**src/rtl/tlul_pkg.sv**
```systemverilog
// Minimal TL-UL request/response types for the register port.
package tlul_pkg;

    typedef enum logic [2:0] {
        PutFullData    = 3'h0,
        PutPartialData = 3'h1,
        Get            = 3'h4
    } tl_a_op_e;

    typedef enum logic [2:0] {
        AccessAck     = 3'h0,
        AccessAckData = 3'h1
    } tl_d_op_e;

    typedef struct packed {
        logic        a_valid;
        tl_a_op_e    a_opcode;
        logic [2:0]  a_param;
        logic [1:0]  a_size;
        logic [7:0]  a_source;
        logic [31:0] a_address;
        logic [3:0]  a_mask;
        logic [31:0] a_data;
        logic        d_ready;
    } tl_h2d_t;

    typedef struct packed {
        logic        d_valid;
        tl_d_op_e    d_opcode;
        logic [2:0]  d_param;
        logic [1:0]  d_size;
        logic [7:0]  d_source;
        logic        d_sink;
        logic [31:0] d_data;
        logic        d_error;
        logic        a_ready;
    } tl_d2h_t;

endpackage

```
**src/rtl/vector_core_scheduler.sv**
```systemverilog
// Job dispatcher: queues boot addresses written over TL-UL and launches them on idle
// vector cores (reset hold, boot address, release), tracking completion with an interrupt.
module vector_core_scheduler
    import tlul_pkg::*;
#(
    parameter int unsigned NumCores        = 4,
    parameter int unsigned JobFifoDepth    = 4,
    parameter int unsigned ResetHoldCycles = 4
) (
    input  logic                     clk_i,
    input  logic                     rst_ni,
    input  tl_h2d_t                  tl_i,
    output tl_d2h_t                  tl_o,
    output logic [NumCores-1:0]      core_rst_no,
    output logic [NumCores-1:0]      core_fetch_en_o,
    output logic [NumCores*32-1:0]   core_boot_addr_o,
    input  logic [NumCores-1:0]      core_done_i,
    output logic                     irq_o
);

    localparam int unsigned PtrW  = (NumCores > 1) ? $clog2(NumCores) : 1;
    localparam int unsigned AddrW = $clog2(JobFifoDepth);
    localparam int unsigned CntW  = AddrW + 1;

    typedef enum logic [1:0] {StIdle, StLoad, StRun} core_state_e;

    // Register port
    logic        rsp_pending_q, rsp_error_q, rsp_error_d;
    tl_d_op_e    rsp_opcode_q;
    logic [1:0]  rsp_size_q;
    logic [7:0]  rsp_source_q;
    logic [31:0] rsp_data_q, rsp_data_d;

    logic accept, is_get, is_put;
    logic push, pop;
    logic [NumCores-1:0] done_clr, irq_en_q, irq_en_d, done_q, done_d, done_set;
    logic ctrl_en_q, ctrl_en_d;
    logic [31:0] status;

    // Job FIFO
    logic [31:0]      fifo_mem [JobFifoDepth];
    logic [AddrW-1:0] wptr_q, rptr_q;
    logic [CntW-1:0]  count_q;
    logic             fifo_full, fifo_empty;

    // Cores and dispatcher
    core_state_e         state_q [NumCores];
    core_state_e         state_d [NumCores];
    logic [7:0]          hold_q  [NumCores];
    logic [7:0]          hold_d  [NumCores];
    logic [31:0]         boot_q  [NumCores];
    logic [31:0]         boot_d  [NumCores];
    logic [NumCores-1:0] idle, busy;
    logic [PtrW-1:0]     rr_q, rr_d, sel, rr_idx_p;
    int unsigned         rr_idx;
    logic                found;

    logic unused_tl;
    assign unused_tl = ^{tl_i.a_param, tl_i.a_mask, tl_i.a_address[31:12],
                         tl_i.a_address[1:0]};

    assign accept     = tl_i.a_valid & ~rsp_pending_q;
    assign is_get     = (tl_i.a_opcode == Get);
    assign is_put     = (tl_i.a_opcode == PutFullData) | (tl_i.a_opcode == PutPartialData);
    assign fifo_full  = (count_q == CntW'(JobFifoDepth));
    assign fifo_empty = (count_q == '0);

    always_comb begin
        status                = '0;
        status[NumCores-1:0]  = busy;
        status[8 +: NumCores] = done_q;
        status[20:16]         = 5'(count_q);
        status[31]            = fifo_full;
    end

    always_comb begin
        rsp_data_d  = '0;
        rsp_error_d = 1'b0;
        push        = 1'b0;
        done_clr    = '0;
        irq_en_d    = irq_en_q;
        ctrl_en_d   = ctrl_en_q;
        if (accept) begin
            if (!is_get && !is_put) begin
                rsp_error_d = 1'b1;
            end else begin
                unique case (tl_i.a_address[11:0])
                    12'h000: begin
                        // Full is judged on the pre-cycle count even if a pop happens now.
                        if (is_get || fifo_full) rsp_error_d = 1'b1;
                        else                     push        = 1'b1;
                    end
                    12'h004: if (is_get) rsp_data_d = status;
                    12'h008: if (is_put) done_clr = tl_i.a_data[NumCores-1:0];
                    12'h00C: begin
                        if (is_put) irq_en_d   = tl_i.a_data[NumCores-1:0];
                        else        rsp_data_d = 32'(irq_en_q);
                    end
                    12'h010: begin
                        if (is_put) ctrl_en_d  = tl_i.a_data[0];
                        else        rsp_data_d = {31'd0, ctrl_en_q};
                    end
                    default: rsp_error_d = 1'b1;
                endcase
            end
        end
    end

    always_ff @(posedge clk_i or negedge rst_ni) begin
        if (!rst_ni) begin
            rsp_pending_q <= 1'b0;
            rsp_error_q   <= 1'b0;
            rsp_opcode_q  <= AccessAck;
            rsp_size_q    <= '0;
            rsp_source_q  <= '0;
            rsp_data_q    <= '0;
        end else if (accept) begin
            rsp_pending_q <= 1'b1;
            rsp_error_q   <= rsp_error_d;
            rsp_opcode_q  <= is_get ? AccessAckData : AccessAck;
            rsp_size_q    <= tl_i.a_size;
            rsp_source_q  <= tl_i.a_source;
            rsp_data_q    <= rsp_data_d;
        end else if (rsp_pending_q && tl_i.d_ready) begin
            rsp_pending_q <= 1'b0;
        end
    end

    always_comb begin
        tl_o          = '0;
        tl_o.d_valid  = rsp_pending_q;
        tl_o.d_opcode = rsp_opcode_q;
        tl_o.d_size   = rsp_size_q;
        tl_o.d_source = rsp_source_q;
        tl_o.d_data   = rsp_data_q;
        tl_o.d_error  = rsp_error_q;
        tl_o.a_ready  = ~rsp_pending_q;
    end

    always_ff @(posedge clk_i) begin
        if (push) fifo_mem[wptr_q] <= tl_i.a_data;
    end

    always_ff @(posedge clk_i or negedge rst_ni) begin
        if (!rst_ni) begin
            wptr_q  <= '0;
            rptr_q  <= '0;
            count_q <= '0;
        end else begin
            if (push) wptr_q <= wptr_q + 1'b1;
            if (pop)  rptr_q <= rptr_q + 1'b1;
            count_q <= count_q + CntW'(push) - CntW'(pop);
        end
    end

    // Round-robin: first idle core at or after the pointer, wrapping.
    always_comb begin
        found    = 1'b0;
        sel      = '0;
        rr_idx   = 0;
        rr_idx_p = '0;
        for (int k = 0; k < NumCores; k++) begin
            rr_idx = int'(rr_q) + k;
            if (rr_idx >= NumCores) rr_idx = rr_idx - NumCores;
            rr_idx_p = PtrW'(rr_idx);
            if (!found && idle[rr_idx_p]) begin
                found = 1'b1;
                sel   = rr_idx_p;
            end
        end
    end

    assign pop = ctrl_en_q & ~fifo_empty & found;

    always_comb begin
        rr_d = rr_q;
        if (pop) rr_d = (sel == PtrW'(NumCores - 1)) ? '0 : sel + 1'b1;
    end

    always_comb begin
        done_set = '0;
        for (int i = 0; i < NumCores; i++) begin
            state_d[i] = state_q[i];
            hold_d[i]  = hold_q[i];
            boot_d[i]  = boot_q[i];
            unique case (state_q[i])
                StIdle: begin
                    if (pop && sel == PtrW'(i)) begin
                        state_d[i] = StLoad;
                        hold_d[i]  = 8'(ResetHoldCycles);
                        boot_d[i]  = fifo_mem[rptr_q];
                    end
                end
                StLoad: begin
                    if (hold_q[i] <= 8'd1) state_d[i] = StRun;
                    else                   hold_d[i]  = hold_q[i] - 8'd1;
                end
                StRun: begin
                    if (core_done_i[i]) begin
                        state_d[i]  = StIdle;
                        done_set[i] = 1'b1;
                    end
                end
                default: state_d[i] = StIdle;
            endcase
        end
    end

    // A completion in the same cycle as a clear keeps the bit set.
    assign done_d = (done_q & ~done_clr) | done_set;

    always_ff @(posedge clk_i or negedge rst_ni) begin
        if (!rst_ni) begin
            for (int i = 0; i < NumCores; i++) begin
                state_q[i] <= StIdle;
                hold_q[i]  <= '0;
                boot_q[i]  <= '0;
            end
            rr_q      <= '0;
            done_q    <= '0;
            irq_en_q  <= '0;
            ctrl_en_q <= 1'b0;
        end else begin
            for (int i = 0; i < NumCores; i++) begin
                state_q[i] <= state_d[i];
                hold_q[i]  <= hold_d[i];
                boot_q[i]  <= boot_d[i];
            end
            rr_q      <= rr_d;
            done_q    <= done_d;
            irq_en_q  <= irq_en_d;
            ctrl_en_q <= ctrl_en_d;
        end
    end

    always_comb begin
        idle             = '0;
        busy             = '0;
        core_rst_no      = '0;
        core_fetch_en_o  = '0;
        core_boot_addr_o = '0;
        for (int i = 0; i < NumCores; i++) begin
            idle[i]                     = (state_q[i] == StIdle);
            busy[i]                     = (state_q[i] != StIdle);
            core_rst_no[i]              = (state_q[i] == StRun);
            core_fetch_en_o[i]          = (state_q[i] == StRun);
            core_boot_addr_o[32*i +: 32] = boot_q[i];
        end
    end

    assign irq_o = |(done_q & irq_en_q);

endmodule
```
**config.mk**
```make
export PLATFORM = sky130hd
export DESIGN_NAME = vector_core_scheduler
export DESIGN_NICKNAME = d
export VERILOG_FILES = /design/src/rtl/tlul_pkg.sv /design/src/rtl/vector_core_scheduler.sv
export SDC_FILE = /design/constraint.sdc
export NUM_CORES = 1
export LEC_CHECK = 0
export ABC_AREA = 1
export BUFFER_PORTS_ARGS = -buffer_cell sky130_fd_sc_hd__buf_2
export CORE_AREA = 10 10 203 167
export CTS_CLUSTER_SIZE = 24
export DETAILED_ROUTE_END_ITERATION = 12
export DIE_AREA = 0 0 213 177
export PLACE_DENSITY = 0.72
export SETUP_SLACK_MARGIN = 0.4
export SLEW_MARGIN = 15
export SYNTH_ARGS = -nofsm -noshare
export SYNTH_HDL_FRONTEND = slang
export SYNTH_SLANG_ARGS = --single-unit
export TNS_END_PERCENT = 50
```
**constraint.sdc**
```tcl
create_clock -name clk_i -period 4.33 [get_ports clk_i]
set_clock_uncertainty 0.05 [all_clocks]
set_input_delay 0 -clock clk_i [delete_from_list [all_inputs] [get_ports clk_i]]
set_output_delay 0 -clock clk_i [all_outputs]
set_load 0.03 [all_outputs]
```
==> results.md <==
- Final-layout fill cell count: 2411
- Clock Root Buffer: clkbuf_16
- Commonest non-fill, non-tap cell in the layout: nand2_1
- Final-report hold violation count: 0
- Grt met1 use: 28.73%
- PortBufs: 227
- Hold Path Cell Cnt: 6
- Hold EP: rsp_data_q[10]$_DFFE_PN0P_
- GR peak layer: met2
- Initial cell density of the core: 49.07%
- Cells after Synth: 1379
- Die height: 177 um
- FF/Latch Area: 9125 um^2
- First-pass GRT wire length: 59430 um
- Flop pwr share: 49.7%
- CP endpoint kind: flip-flop
- Min-delay src: tl_i[83]
- Max_cap viols: 0
- Chip Width: 213 um
- Clock Tree Buf Depth: 3
- Status: complete, no violations
- Htree depth: 2
- Logic pwr share: 4.6%
- Hold Crit Class: in -> reg
- Power Density: 380.1 nW/um^2
- IO Count: 281
- Final net count: 1777
- DR DRC count: 0
- Critical path fanouts, max: 31
- Net Sw Frac: 21.47%
- Top cell type's share of synthesized area: 36.01%
- Post-synthesis sequential area ratio: 62.22%
- Maximum VDD drop: 280.1 uV
- Max Slew Vio Count: 0
- Core box area: 29880 um^2
- CTS Sinks: 339
- Post-synth ARST share: 62.24%
- RR Startpoint: state_q[6]$_DFFE_PN0P_
- Inserted Clock Buffers: 36
- Final WS setup: 0.6964 ns
- Initial DRC count: 1043
- Tot Pwr: 6.785 mW
- Fin crit period: 3.634 ns
- Synth Flop Type: dfrtp_1
- Distinct cells, synth: 43
- EDFF count, synth: 128
- FMAX: 275.2 MHz
- Post-Route WL: 37960 um
- Vias per cell: 5.238
- Slew HR: 23.31%
- Required time of the critical path: 4.72 ns
- RSZ-0062 raised after global routing: no
- Initial antenna violation count: 2
- Largest net degree at the start of global routing: 113
- Internal: 5.328 mW
- Slew @ Worst Pin: 1.150 ns
- Clock latency on the worst-skew pair: 0.52 ns
- Critical Path AT: 4.03 ns
- Gpl congestion: 0.9124
- Die area: 37700 um^2
- TritonCTS clock tree: built
- DR WL/cell: 18.26 um
- Multi-input gate area: 4761 um^2
- Synth Cell Area: 14660 um^2
- Most frequent cells in the layout: nand2_1, buf_2, dfrtp_1, edfxtp_1, o21ai_1
- Row Count: 57
- Final setup fails: 0
- Worst slack at placement: 0.7932 ns
- GR Layer Usage met3: 3.770%
- Hpwl dp: 25790 um
- Area Growth Syn to Fin: 21.73%
- Post-route ant nets: 0
- R2r setup slk: 0.70 ns
- Crit path launch type: flip-flop
- GR Util met2: 29.87%
- Top cells by area, synth: dfrtp_1, edfxtp_1, nand2_1, o21ai_1, nand3_1
- Synth warnings: 0
- Share of layout cells above drive strength 1: 22.37%
- Flops & latches, synth: 339
- Leading area contributor after synthesis: dfrtp_1
- GRT Total Usage: 19.84%
- CP Class: reg -> reg
- Lkg Pwr: 8.537 nW
- Setup TNS: 0 ns
- Syn_area_per_cell: 10.63 um^2
- Vias: 10890
- Reg2Reg Capture Point: core_boot_addr_o[15]$_DFFE_PN0P_
- P_sw: 1.457 mW
- Reg clk slew, reported paths: 0.06 ns
- R2r worst-path depth: 17
- GRT overflow: 0
- Detailed Routing Iterations Pass 1: 5
- Clock power frac: 45.6%
- Vias in the first global route: 10430
- Final period util: 83.92%
## repair_timing
action | 4_1_cts | 5_1_grt
endpoints found under the hold margin | 275 | 0
gates resized for setup | 0 | 0
hold buffers | 71 | 0
buffers inserted | 0 | 0
## flip-flops by register name, indices dropped and copies added (netlist names), 2 cells and up
signal,flops
irq_en_q,4
rsp_size_q,2
count_q,3
fifo_mem,128
rsp_data_q,12
core_boot_addr_o,128
rr_q,2
hold_q,32
done_q,4
state_q,8
rsp_source_q,8
wptr_q,2
rptr_q,2
## worst max-delay path by stage
stage | start | end | slack, ns | depth (start not counted)
final | state_q[6]$_DFFE_PN0P_ | core_boot_addr_o[15]$_DFFE_PN0P_ | 0.70 | 17
after global routing | state_q[6]$_DFFE_PN0P_ | core_boot_addr_o[15]$_DFFE_PN0P_ | 0.50 | 17
after CTS | state_q[6]$_DFFE_PN0P_ | core_boot_addr_o[15]$_DFFE_PN0P_ | 0.75 | 17
after detailed placement | state_q[6]$_DFFE_PN0P_ | core_boot_addr_o[15]$_DFFE_PN0P_ | 0.79 | 17
after global placement | state_q[6]$_DFFE_PN0P_ | core_boot_addr_o[9]$_DFFE_PN0P_ | 0.90 | 16
after floorplan | rsp_pending_q$_DFFE_PN0P_ | fifo_mem[0][0]$_DFFE_PP_ | 1.22 | 5
## power by group through the flow
stage | Sequential, mW | Clock, mW | Combinational, mW
after floorplan | 3.48 | 0 | 0.0966
after global placement | 3.43 | 0 | 0.242
after detailed placement | 3.43 | 0 | 0.246
after CTS | 3.37 | 3.16 | 0.313
after global routing | 3.37 | 3.29 | 0.342
final | 3.37 | 3.10 | 0.315
## cells in the mapped netlist, types with 2 or more instances
cell type / n
nand2_1: 365
dfrtp_1: 211
edfxtp_1: 128
o21ai_1: 97
inv_1: 86
nand3_1: 79
nor2_1: 63
a21oi_1: 47
buf_4: 35
a32o_1: 32
o21ai_2: 32
nand2_4: 31
o21ai_0: 26
clkbuf_1: 19
buf_2: 18
ha_1: 18
nand4_1: 14
xor2_1: 14
nor3_1: 12
a22o_1: 5
buf_1: 5
nand2_2: 5
buf_6: 4
nand3_4: 4
nor4_1: 4
buf_12: 3
o21bai_1: 3
or2_2: 3
o31ai_1: 2
## per-layer routing
metal / share of wire (%) / wire, um
met1: 45 / 17250
met2: 45 / 17210
met3: 7.0 / 2671
met4: 2.2 / 835
met5: 0 / 0
## critical path, stage by stage (launching register included)
cell and delay, ns:
dfrtp_1 0.43, nor2_1 0.39, nand2_1 0.18, nand3_1 0.12, nand2_1 0.10, inv_1 0.09
nand2_1 0.07, nand3_1 0.08, nand2_1 0.10, a21oi_1 0.26, inv_1 0.12, ha_1 0.22
inv_1 0.06, nor2_1 0.06, nand3_4 0.39, buf_4 0.66, nand2_4 0.07, o21ai_2 0.08
## cells by family (layout without fill, tap and decap cells)
| family | Yosys count | after routing | synth area share (%) |
|---|---|---|---|
| AO/OA/AOI/OAI | 247 | 247 | 10.68 |
| XOR/XNOR | 15 | 15 | 0.8960 |
| adder cells (fa/ha/maj) | 19 | 19 | 1.673 |
| buffers and inverters | 174 | 464 | 6.152 |
| flip-flops | 339 | 339 | 62.22 |
| multiplexers | 1 | 1 | 0.07679 |
| other | 1 | 28 | 0.02557 |
| AND/OR/NAND/NOR | 583 | 583 | 18.27 |
## final cells by class
type                            instances  share of cell area, %
Antenna cell                            2                0.02804
Sequential cell                       339                  51.12
Clock inverter                          8                 0.5958
Multi-Input combinational cell        891                  26.67
Clock buffer                           58                  6.140
Timing Repair Buffer                  309                  10.86
Inverter                               89                  1.900
Tap cell                              383                  2.685
## through the flow
step	cells	hold slack [ns]	instance area [um^2]	util, %
4_1_cts	2077	0.003815	17840	59.72
6_report	2079	0.02255	17850	59.73
2_1_floorplan	1404	-0.3456	14760	-
3_5_place_dp	1940	0.1487	15930	53.31
3_3_place_gp	1940	0.1402	15930	53.31
5_1_grt	2078	0.07886	17850	59.72
(Power assumes the default switching activity.)
